$ cat src/rtl/utest_checkpoint_monitor.sv
// Checkpoint monitor for microcode self-tests: watches the retirement trace,
// matches pass/skip/fail tables, issues skip redirects and reports a verdict.
module utest_checkpoint_monitor #(
  parameter int unsigned ADDR_W      = 12,
  parameter int unsigned N_PASS      = 16,
  parameter int unsigned N_SKIP      = 8,
  parameter int unsigned N_FAIL      = 4,
  parameter int unsigned LIMIT_W     = 32,
  parameter bit          REQUIRE_ALL = 1'b0
) (
  input  logic              clk,
  input  logic              reset,
  input  logic              retired,
  input  logic [ADDR_W-1:0] pc_x,
  input  logic [112:1]      opcode_x,
  input  logic [ADDR_W-1:0] pc_f,
  input  logic              cfg_we,
  input  logic [1:0]        cfg_sel,
  input  logic [3:0]        cfg_idx,
  input  logic              cfg_valid,
  input  logic [ADDR_W-1:0] cfg_a,
  input  logic [ADDR_W-1:0] cfg_b,
  input  logic [ADDR_W-1:0] cfg_c,
  input  logic              start,
  input  logic              clear,
  output logic              redirect_valid,
  output logic [ADDR_W-1:0] redirect_addr,
  input  logic              redirect_ack,
  output logic              pass_stb,
  output logic [3:0]        pass_idx,
  output logic [N_PASS-1:0] hit_mask,
  output logic [7:0]        pass_count,
  output logic [7:0]        skip_count,
  output logic [2:0]        state,
  output logic              done,
  output logic [ADDR_W-1:0] fail_pc
);

  localparam int unsigned IDX_W = 4;
  localparam int unsigned CNT_W = 8;

  typedef enum logic [2:0] {
    S_IDLE     = 3'd0,
    S_RUN      = 3'd1,
    S_REDIRECT = 3'd2,
    S_PASSED   = 3'd3,
    S_FAILED   = 3'd4,
    S_TIMEOUT  = 3'd5
  } state_t;

  state_t state_q, state_d;

  // Programmable tables
  logic [N_PASS-1:0]  pass_vld_q;
  logic [ADDR_W-1:0]  pass_lbl_q [N_PASS];
  logic [N_SKIP-1:0]  skip_vld_q;
  logic [ADDR_W-1:0]  skip_from_q [N_SKIP];
  logic [ADDR_W-1:0]  skip_to_q [N_SKIP];
  logic [ADDR_W-1:0]  skip_tgt_q [N_SKIP];
  logic [N_FAIL-1:0]  fail_vld_q;
  logic [ADDR_W-1:0]  fail_lbl_q [N_FAIL];
  logic [ADDR_W-1:0]  end_lbl_q;
  logic [LIMIT_W-1:0] limit_q;

  // Run bookkeeping
  logic [LIMIT_W-1:0] cyc_q, cyc_d, cyc_inc;
  logic [ADDR_W-1:0]  last_pc_q, last_pc_d;

  // Next values of registered outputs
  logic              redirect_valid_d, pass_stb_d, done_d;
  logic [ADDR_W-1:0] redirect_addr_d, fail_pc_d;
  logic [IDX_W-1:0]  pass_idx_d;
  logic [N_PASS-1:0] hit_mask_d;
  logic [CNT_W-1:0]  pass_count_d, skip_count_d;

  // Match results
  logic              fail_hit, end_hit, all_hit, skip_hit, pass_hit, pass_new;
  logic              pass_form, limit_hit;
  logic [ADDR_W-1:0] skip_tgt;
  logic [IDX_W-1:0]  pass_sel;
  logic [N_PASS-1:0] pass_onehot;

  // Only the CONT-form fields of the opcode are inspected
  logic unused_opcode_bits;
  assign unused_opcode_bits = ^opcode_x[94:1];

  assign state = 3'(state_q);

  // Table writes, accepted only while idle
  always_ff @(posedge clk) begin
    if (reset) begin
      pass_vld_q <= '0;
      skip_vld_q <= '0;
      fail_vld_q <= '0;
      end_lbl_q  <= '0;
      limit_q    <= '0;
      for (int i = 0; i < int'(N_PASS); i++) pass_lbl_q[i] <= '0;
      for (int i = 0; i < int'(N_SKIP); i++) begin
        skip_from_q[i] <= '0;
        skip_to_q[i]   <= '0;
        skip_tgt_q[i]  <= '0;
      end
      for (int i = 0; i < int'(N_FAIL); i++) fail_lbl_q[i] <= '0;
    end else if (cfg_we && state_q == S_IDLE) begin
      case (cfg_sel)
        2'd0: begin
          for (int i = 0; i < int'(N_PASS); i++) begin
            if (cfg_idx == IDX_W'(i)) begin
              pass_vld_q[i] <= cfg_valid;
              pass_lbl_q[i] <= cfg_a;
            end
          end
        end
        2'd1: begin
          for (int i = 0; i < int'(N_SKIP); i++) begin
            if (cfg_idx == IDX_W'(i)) begin
              skip_vld_q[i]  <= cfg_valid;
              skip_from_q[i] <= cfg_a;
              skip_to_q[i]   <= cfg_b;
              skip_tgt_q[i]  <= cfg_c;
            end
          end
        end
        2'd2: begin
          for (int i = 0; i < int'(N_FAIL); i++) begin
            if (cfg_idx == IDX_W'(i)) begin
              fail_vld_q[i] <= cfg_valid;
              fail_lbl_q[i] <= cfg_a;
            end
          end
        end
        default: begin
          end_lbl_q <= cfg_a;
          limit_q   <= LIMIT_W'({cfg_c, cfg_b});
        end
      endcase
    end
  end

  // Table lookups against the current retirement; lowest index wins
  always_comb begin
    fail_hit = 1'b0;
    for (int i = 0; i < int'(N_FAIL); i++) begin
      if (fail_vld_q[i] && fail_lbl_q[i] == pc_x) fail_hit = 1'b1;
    end

    skip_hit = 1'b0;
    skip_tgt = '0;
    for (int i = int'(N_SKIP) - 1; i >= 0; i--) begin
      if (skip_vld_q[i] && skip_from_q[i] == pc_x && skip_to_q[i] == pc_f) begin
        skip_hit = 1'b1;
        skip_tgt = skip_tgt_q[i];
      end
    end

    pass_form   = (opcode_x[112:109] == 4'd14) && (opcode_x[96:95] == 2'd0);
    pass_hit    = 1'b0;
    pass_sel    = '0;
    pass_onehot = '0;
    for (int i = int'(N_PASS) - 1; i >= 0; i--) begin
      if (pass_form && pass_vld_q[i] && pass_lbl_q[i] == ADDR_W'(opcode_x[108:97])) begin
        pass_hit       = 1'b1;
        pass_sel       = IDX_W'(i);
        pass_onehot    = '0;
        pass_onehot[i] = 1'b1;
      end
    end
    pass_new = pass_hit && ((hit_mask & pass_onehot) == '0);

    end_hit   = (pc_x == end_lbl_q);
    all_hit   = ((hit_mask & pass_vld_q) == pass_vld_q);
    cyc_inc   = cyc_q + LIMIT_W'(1);
    limit_hit = (limit_q != '0) && (cyc_inc == limit_q);
  end

  // State and registered outputs
  always_ff @(posedge clk) begin
    if (reset) begin
      state_q        <= S_IDLE;
      redirect_valid <= 1'b0;
      redirect_addr  <= '0;
      pass_stb       <= 1'b0;
      pass_idx       <= '0;
      hit_mask       <= '0;
      pass_count     <= '0;
      skip_count     <= '0;
      done           <= 1'b0;
      fail_pc        <= '0;
      cyc_q          <= '0;
      last_pc_q      <= '0;
    end else begin
      state_q        <= state_d;
      redirect_valid <= redirect_valid_d;
      redirect_addr  <= redirect_addr_d;
      pass_stb       <= pass_stb_d;
      pass_idx       <= pass_idx_d;
      hit_mask       <= hit_mask_d;
      pass_count     <= pass_count_d;
      skip_count     <= skip_count_d;
      done           <= done_d;
      fail_pc        <= fail_pc_d;
      cyc_q          <= cyc_d;
      last_pc_q      <= last_pc_d;
    end
  end

  // Next state: fail/end beat the limit, the limit beats a skip
  always_comb begin
    state_d = state_q;
    case (state_q)
      S_IDLE: begin
        if (start && !clear) state_d = S_RUN;
      end
      S_RUN: begin
        if (retired && fail_hit)             state_d = S_FAILED;
        else if (retired && end_hit)         state_d = (REQUIRE_ALL && !all_hit) ? S_FAILED : S_PASSED;
        else if (limit_hit)                  state_d = S_TIMEOUT;
        else if (retired && skip_hit)        state_d = S_REDIRECT;
      end
      S_REDIRECT: begin
        if (limit_hit)         state_d = S_TIMEOUT;
        else if (redirect_ack) state_d = S_RUN;
      end
      S_PASSED, S_FAILED, S_TIMEOUT: begin
        if (clear) state_d = S_IDLE;
      end
      default: state_d = S_IDLE;
    endcase
  end

  // Output and bookkeeping updates for the coming cycle
  always_comb begin
    redirect_valid_d = (state_d == S_REDIRECT);
    done_d           = (state_d == S_PASSED) || (state_d == S_FAILED) || (state_d == S_TIMEOUT);
    redirect_addr_d  = redirect_addr;
    pass_stb_d       = 1'b0;
    pass_idx_d       = pass_idx;
    hit_mask_d       = hit_mask;
    pass_count_d     = pass_count;
    skip_count_d     = skip_count;
    fail_pc_d        = fail_pc;
    cyc_d            = cyc_q;
    last_pc_d        = last_pc_q;
    case (state_q)
      S_IDLE: begin
        if (state_d == S_RUN) begin
          hit_mask_d   = '0;
          pass_count_d = '0;
          skip_count_d = '0;
          fail_pc_d    = '0;
          cyc_d        = '0;
          last_pc_d    = '0;
        end
      end
      S_RUN: begin
        cyc_d = cyc_inc;
        if (retired) last_pc_d = pc_x;
        if (state_d == S_FAILED)  fail_pc_d = pc_x;
        if (state_d == S_TIMEOUT) fail_pc_d = retired ? pc_x : last_pc_q;
        if (retired && !fail_hit && !end_hit && pass_hit) begin
          pass_stb_d = 1'b1;
          pass_idx_d = pass_sel;
          if (pass_new) begin
            hit_mask_d   = hit_mask | pass_onehot;
            pass_count_d = pass_count + CNT_W'(1);
          end
        end
        if (state_d == S_REDIRECT) begin
          redirect_addr_d = skip_tgt;
          if (skip_count != '1) skip_count_d = skip_count + CNT_W'(1);
        end
      end
      S_REDIRECT: begin
        cyc_d = cyc_inc;
        if (state_d == S_TIMEOUT) fail_pc_d = last_pc_q;
      end
      default: ;
    endcase
  end

endmodule

$ cat config.mk
export PLATFORM = sky130hd
export DESIGN_NAME = utest_checkpoint_monitor
export DESIGN_NICKNAME = d
export VERILOG_FILES = /design/src/rtl/utest_checkpoint_monitor.sv
export SDC_FILE = /design/constraint.sdc
export NUM_CORES = 2
export LEC_CHECK = 0
export ABC_AREA = 0
export CAP_MARGIN = 10
export CORE_ASPECT_RATIO = 0.7
export CORE_MARGIN = 1
export CORE_UTILIZATION = 45
export CTS_CLUSTER_SIZE = 30
export DETAILED_ROUTE_END_ITERATION = 16
export PLACE_DENSITY = 0.61
export SLEW_MARGIN = 20
export SYNTH_ARGS = -nofsm -noshare
export SYNTH_HDL_FRONTEND = slang
export SYNTH_SLANG_ARGS = --single-unit
$ cat constraint.sdc
create_clock -name clk -period 8 [get_ports clk]
set_input_delay 1.6 -clock clk [delete_from_list [all_inputs] [get_ports clk]]
set_output_delay 1.6 -clock clk [all_outputs]
set_load 0.01 [all_outputs]
======== Word-level counts from Yosys, hierarchy flattened ========
Memory sizes are Yosys's and may differ from the RTL's.
Cells that the tools add are included.
cells by class
  muxes and demuxes ....................... 272
  reduce and logical (&&, ||, !) cells .... 117
  div/mod/pow operators ................... 0
  magnitude comparators ................... 0
  eq/ne operators ......................... 74
  bitwise gates (word level) .............. 48
  $add $sub $neg .......................... 3
  shift-type cells ........................ 0
  $mul .................................... 0
operator list
  cell                                            count
  2-to-1 mux 12 bit                               57
  == test 12 bit                                  37
  2-to-1 mux 16 bit                               19
  2-to-1 mux 1 bit                                159
  AND reduction 3 bit                             28
  2-to-1 mux 4 bit                                16
  one-hot mux 32 bit (2 select lines)             1
  logical AND 1 bit                               63
  OR 1 bit                                        44
  2-to-1 mux 8 bit                                5
  == test 4 bit (second input constant)           9
  one-hot mux 12 bit (3 select lines)             1
  adder 32 x 1 -> 32 bit (second input constant)  1
  == test 32 x 24 -> 1 bit                        1
  2-to-1 mux 32 bit                               1
  one-hot mux 16 bit (2 select lines)             1
  one-hot mux 8 bit (2 select lines)              2
  nonzero test 32 bit                             1
  2-to-1 mux 3 bit                                8
  one-hot mux 12 bit (2 select lines)             1
  adder 8 x 1 -> 8 bit (second input constant)    2
  AND 16 bit                                      1
  == test 4 x 3 -> 1 bit (second input constant)  4
  zero test 16 bit                                1
  other kinds (25)                                51
word-level totals
  input bits .............................. 186
  bits in latches ......................... 0
  bits in writable memories ............... 528
  register bits after elaboration ......... 174
  memories kept ........................... 5
  bits in read-only memories .............. 0
memories
  name         words  bits a word  read ports  clocked after Yosys merged registers in  wr ports  line  RTL
  pass_lbl_q   16     12           16          0                                        16        55    logic [ADDR_W-1:0] pass_lbl_q [N_PASS];
  skip_from_q  8      12           8           0                                        8         57    logic [ADDR_W-1:0] skip_from_q [N_SKIP];
  skip_tgt_q   8      12           8           0                                        8         59    logic [ADDR_W-1:0] skip_tgt_q [N_SKIP];
  skip_to_q    8      12           8           0                                        8         58    logic [ADDR_W-1:0] skip_to_q [N_SKIP];
  fail_lbl_q   4      12           4           0                                        4         61    logic [ADDR_W-1:0] fail_lbl_q [N_FAIL];

======== Logic depth before layout (Yosys ltp) ========
  depth in word-level cells ............... 26
  mapped depth ............................ 16
  gate-level depth less buffers ........... 12

======== Worst setup path before layout ========
No wires, ideal clock.
  path kind ............................... in2reg
  start point ............................. in opcode_x[104] (netlist bit)
  end point ............................... reg pass_count[3]
  path slack .............................. 3.312 ns
  arrival ................................. 4.560 ns
  stages on the path ...................... 14
  required time ........................... 7.872 ns
  buffers on the path ..................... 3
  cell sequence ........................... clkbuf_1 buf_1 xnor2_1 nand4_1 nor4_1 nor4_1 o311a_1 o31ai_1 o2111a_1 nor2_1 buf_2 nor3b_1 xnor2_1 nor2_1
on the way
  cells in the longest elaborated chain, start to end .. 23
  elaborated cells between the ends (all ways) .. 71
  classes of those cells .................. eq/ne: 18; mux: 32; bitwise: 1; reduce/logical: 20
ends and longest elaborated chain
  element                          line  RTL
  start: declaration               15    input logic [112:1] opcode_x,
  == test 12 bit                   161   if (pass_form && pass_vld_q[i] && pass_lbl_q[i] == ADDR_W'(opcode_x[108:97])) begin
  logical AND 1 bit                161
  2-to-1 mux 16 bit (16 in a row)  161
  AND 16 bit                       168   pass_new = pass_hit && ((hit_mask & pass_onehot) == '0);
  zero test 16 bit                 168
  logical AND 1 bit                168
  inequality test 2 bit (no line)  -
  AND reduction 4 bit (no line) *  -
  end signal: assignment           198   pass_count <= pass_count_d;
  end: declaration                 32    output logic [7:0] pass_count,
Mark *: on every way between the ends. The rest lies on a longest branch, timed or not.
A chain may end at the register's enable or synchronous reset.

======== Final worst setup path ========
  start point ............................. in opcode_x[99] (netlist bit)
  end point ............................... reg hit_mask[4]
on the way
  cells in the longest elaborated chain, start to end .. 23
  elaborated cells between the ends (all ways) .. 75
  classes of those cells .................. eq/ne: 18; mux: 35; bitwise: 2; reduce/logical: 20
ends and longest elaborated chain
  element                          line  RTL
  == test 12 bit                   161
  logical AND 1 bit                161
  2-to-1 mux 16 bit (16 in a row)  161
  AND 16 bit                       168
  zero test 16 bit                 168
  logical AND 1 bit                168
  inequality test 2 bit (no line)  -
  AND reduction 4 bit (no line)    -
  end signal: assignment           197   hit_mask <= hit_mask_d;
  end: declaration                 31    output logic [N_PASS-1:0] hit_mask,
Several ways; a longest one is shown, not always the timed one. The select of a mux whose other input is x is not followed.

==> impl_metrics.json <==
{
  "synthSimpleGateAreaFrac_pct": 16.9,
  "yosysSeqAreaShare_pct": 58.4,
  "cts_hold_buf": 0,
  "drtPass1Iterations": 6,
  "met3WireLength_um": 11500,
  "ant_nets": 0,
  "grt_pass1_vias": 22700,
  "drv_cap": 0,
  "cts.clk_slew.worst_paths_ns": 0.06,
  "synthFlopType": "edfxtp_1",
  "synth-compound-area-share_pct": 6.98,
  "critical-path-top-delay-family": "simple AND/OR/NAND/NOR gates",
  "peakVddDrop_v": 0.000134,
  "dr_wl_met2_um": 42500,
  "die_w_um": 326,
  "cts_tree": "yes",
  "grt_usage_pct": 26.9,
  "antenna_found_initial": 2,
  "syn_area_um2": 33100,
  "dp.cells": 4045,
  "syn_area_per_cell_um2": 10.8,
  "endpoint": "hit_mask[4]",
  "critPathCaptureType": "flip-flop",
  "dp_hpwl_um": 67300,
  "cts.sinks": 702,
  "wl_per_cell_um": 24.3,
  "worstMarginPinSlew_ns": 1.06,
  "yosys.area.top_type": "edfxtp_1",
  "postCtsSetupRepairBufs": 0,
  "io-pin-count": 252,
  "arrival_ns": 6.62,
  "grt_first_pass_wirelength_um": 149000,
  "row_count": 82,
  "rsz0062_at_grt": "false",
  "cts_buffer_depth": 3,
  "hold_violations": 0,
  "synth_warnings": 0,
  "max-slew-margin-rel_pct": 29.2,
  "yosys.area_share.adder_pct": 0.113,
  "via_per_inst": 5.87,
  "synth_mux_area_share_pct": 1.21,
  "syn_nets": 3255,
  "report.final.setup_viol": 0,
  "finalCritPeriodShare_pct": 76.1,
  "drtIter0Drc": 2857,
  "r2r_start": "cyc_q[0]",
  "syn_inst": 3066,
  "route.detailed.drc": 0,
  "drive_gt1_share_pct": 6.98,
  "cts_max_level": 3,
  "ys_ff_latch": 702,
  "path_cells": "clkdlybuf4s50_1 > xor2_1 > nor4_1 > nand4_1 > and3b_1 > o311a_1 > o211a_1 > o2111a_1 > nor2_1 > inv_1 > and3_1 > o21a_1",
  "cts_resized": 0,
  "io_buffers": 157,
  "synth_top_family_by_area": "simple AND/OR/NAND/NOR gates",
  "fillCellCount": 6269,
  "vias": 24500,
  "fin_skew_ns": 0.0294,
  "power_leakage_uw": 0.0134,
  "r2r-end": "fail_pc[5]",
  "pre_cts_ws_ns": 1.43,
  "routed_wl_um": 102000,
  "fin_cells": 4178,
  "start_kind": "input port",
  "path_depth": 12,
  "synthXorXnorAreaFrac_pct": 12.9,
  "ys_top_cells_by_area": "edfxtp_1 48%, dfxtp_1 11%, xnor2_1 7.6%",
  "root_buffer": "clkbuf_16",
  "synth-edff-count": 528,
  "met1_length_um": 45700,
  "hold_path_class": "reg -> reg",
  "outcome": "completed",
  "place_area_um2": 35600,
  "top_layer_used": "met4",
  "cp_max_fo": 13,
  "worstSetupStartpoint": "opcode_x[99]",
  "gp_congestion": 0.885,
  "slowest_delay_ns": 0.79,
  "fin_nets": 3342,
  "area_growth_syn_to_layout_pct": 14.3,
  "grt.overflow.total": 0,
  "fmax_mhz": 164,
  "layout_commonest_cell": "edfxtp_1",
  "core_area_um2": 72100,
  "synthDistinctLibCells": 80,
  "crit_type": "in -> reg",
  "mostFrequentLayoutCells": "528 x edfxtp_1, 526 x nor2_1, 287 x xnor2_1",
  "rrSetupSlack_ns": 3.01,
  "worstSkewPairLatency_ns": 0.63,
  "final_cell_area_um2": 37900,
  "slew_violations": 0,
  "slowest_stage": "clkdlybuf4s50_1",
  "period_minus_slack_ns": 6.09,
  "worstRegToRegCells": 12,
  "dieArea_um2": 74700,
  "fin_ws_ns": 1.91,
  "numCtsBuffers": 72,
  "powerDensity_nw_per_um2": 214,
  "synth_top_area_share_pct": 47.9,
  "ys_async_sr_fraction_pct": 0,
  "cp_data_required_time_ns": 8.53,
  "grt_max_degree": 81,
  "tns_ns": 0,
  "die-height_um": 229,
  "initial_core_util_pct": 45.9,
  "cp_num_buf_inv": 2
}
[logic make-up (layout without fill, tap and decap cells)]
logic type / Yosys count / count (layout)
AND/OR/NAND/NOR: 1209 / 1209
flip-flops: 702 / 702
XOR/XNOR: 486 / 486
AO/OA/AOI/OAI: 342 / 342
buffers and inverters: 284 / 426
multiplexers: 40 / 40
adder cells (fa/ha/maj): 3 / 3
other: 0 / 4
[registers in the layout, summed over array words and instances (netlist names)]
register        flops
state               3
cyc_q              32
pass_lbl_q        192
skip_tgt_q         96
skip_vld_q          8
pass_vld_q         16
last_pc_q          12
skip_from_q        96
end_lbl_q          12
pass_stb            1
pass_idx            4
fail_lbl_q         48
hit_mask           16
redirect_valid      1
fail_vld_q          4
fail_pc            12
redirect_addr      12
limit_q            24
skip_to_q          96
skip_count          8
done                1
pass_count          8
[worst register-to-register path, cell delays in order (launching register included)]
cell and delay, ns:
dfxtp_1 0.44, ha_1 0.36, nand3_1 0.28, or3_1 0.55, nor3_1 0.48, nand2_1 0.15, xnor2_1 0.21, or4_1 0.53
or4_4 0.47, or3_1 0.34, a21oi_2 0.66, a221oi_1 0.24, nor3_1 0.20
[per-layer routing]
metal | GRT usage [%] | vias to the layer above
met2 | 37.8 | 1219
li1 | - | 10900
met3 | 5.77 | 153
met4 | 6.44 | 0
met5 | 0 | -
met1 | 41.7 | 12200
[synth_stat cells (all sizes together), types with 17 or more instances]
master	instances
edfxtp	528
nor2	526
xnor2	287
nand2	263
xor2	199
dfxtp	174
clkbuf	169
a21oi	143
nand4	97
nor4	84
inv	61
nand3	59
nor3	55
buf	53
o21ai	47
mux2i	39
a22o	24
a311oi	21
and4	17
[cell type report]
class | instances | area, um^2 | area share [%]
multi-input cells | 2080 | 12600 | 33.4
clock buffers | 100 | 2020 | 5.33
flip-flops and latches | 702 | 19300 | 51.1
inverters | 62 | 233 | 0.615
diodes | 4 | 10.0 | 0.0264
repair buffers | 235 | 2140 | 5.65
clock inverters | 29 | 264 | 0.697
well taps | 966 | 1210 | 3.19
[where the power goes]
part           total [uW]  switching [uW]  internal [uW]  leakage [uW]
sequential           4100            57.9           4040       0.00687
combinational         660             438            222       0.00544
clock                3320            1430           1890       0.00113
[how the worst min path moves through the flow]
stage                      from                to  slack [ns]  depth (start not counted)
6_report       redirect_addr[1]  redirect_addr[1]        0.45                          2
5_1_grt        redirect_addr[9]  redirect_addr[9]        0.48                          2
4_1_cts        redirect_addr[4]  redirect_addr[4]        0.45                          2
3_5_place_dp   redirect_addr[3]  redirect_addr[3]        0.45                          2
3_3_place_gp   redirect_addr[5]  redirect_addr[5]        0.44                          2
2_1_floorplan     skip_vld_q[6]     skip_vld_q[6]        0.44                          2
[metrics by stage]
step	util (%)	total power (uW)	hold slack [ns]
after floorplan	-	4560	0.437
after global placement	49.3	4810	0.442
after detailed placement	49.3	4830	0.445
after CTS	52.5	8110	0.451
after global routing	52.5	8310	0.478
final	52.5	8080	0.451
Power figures use the tool's default switching activity.
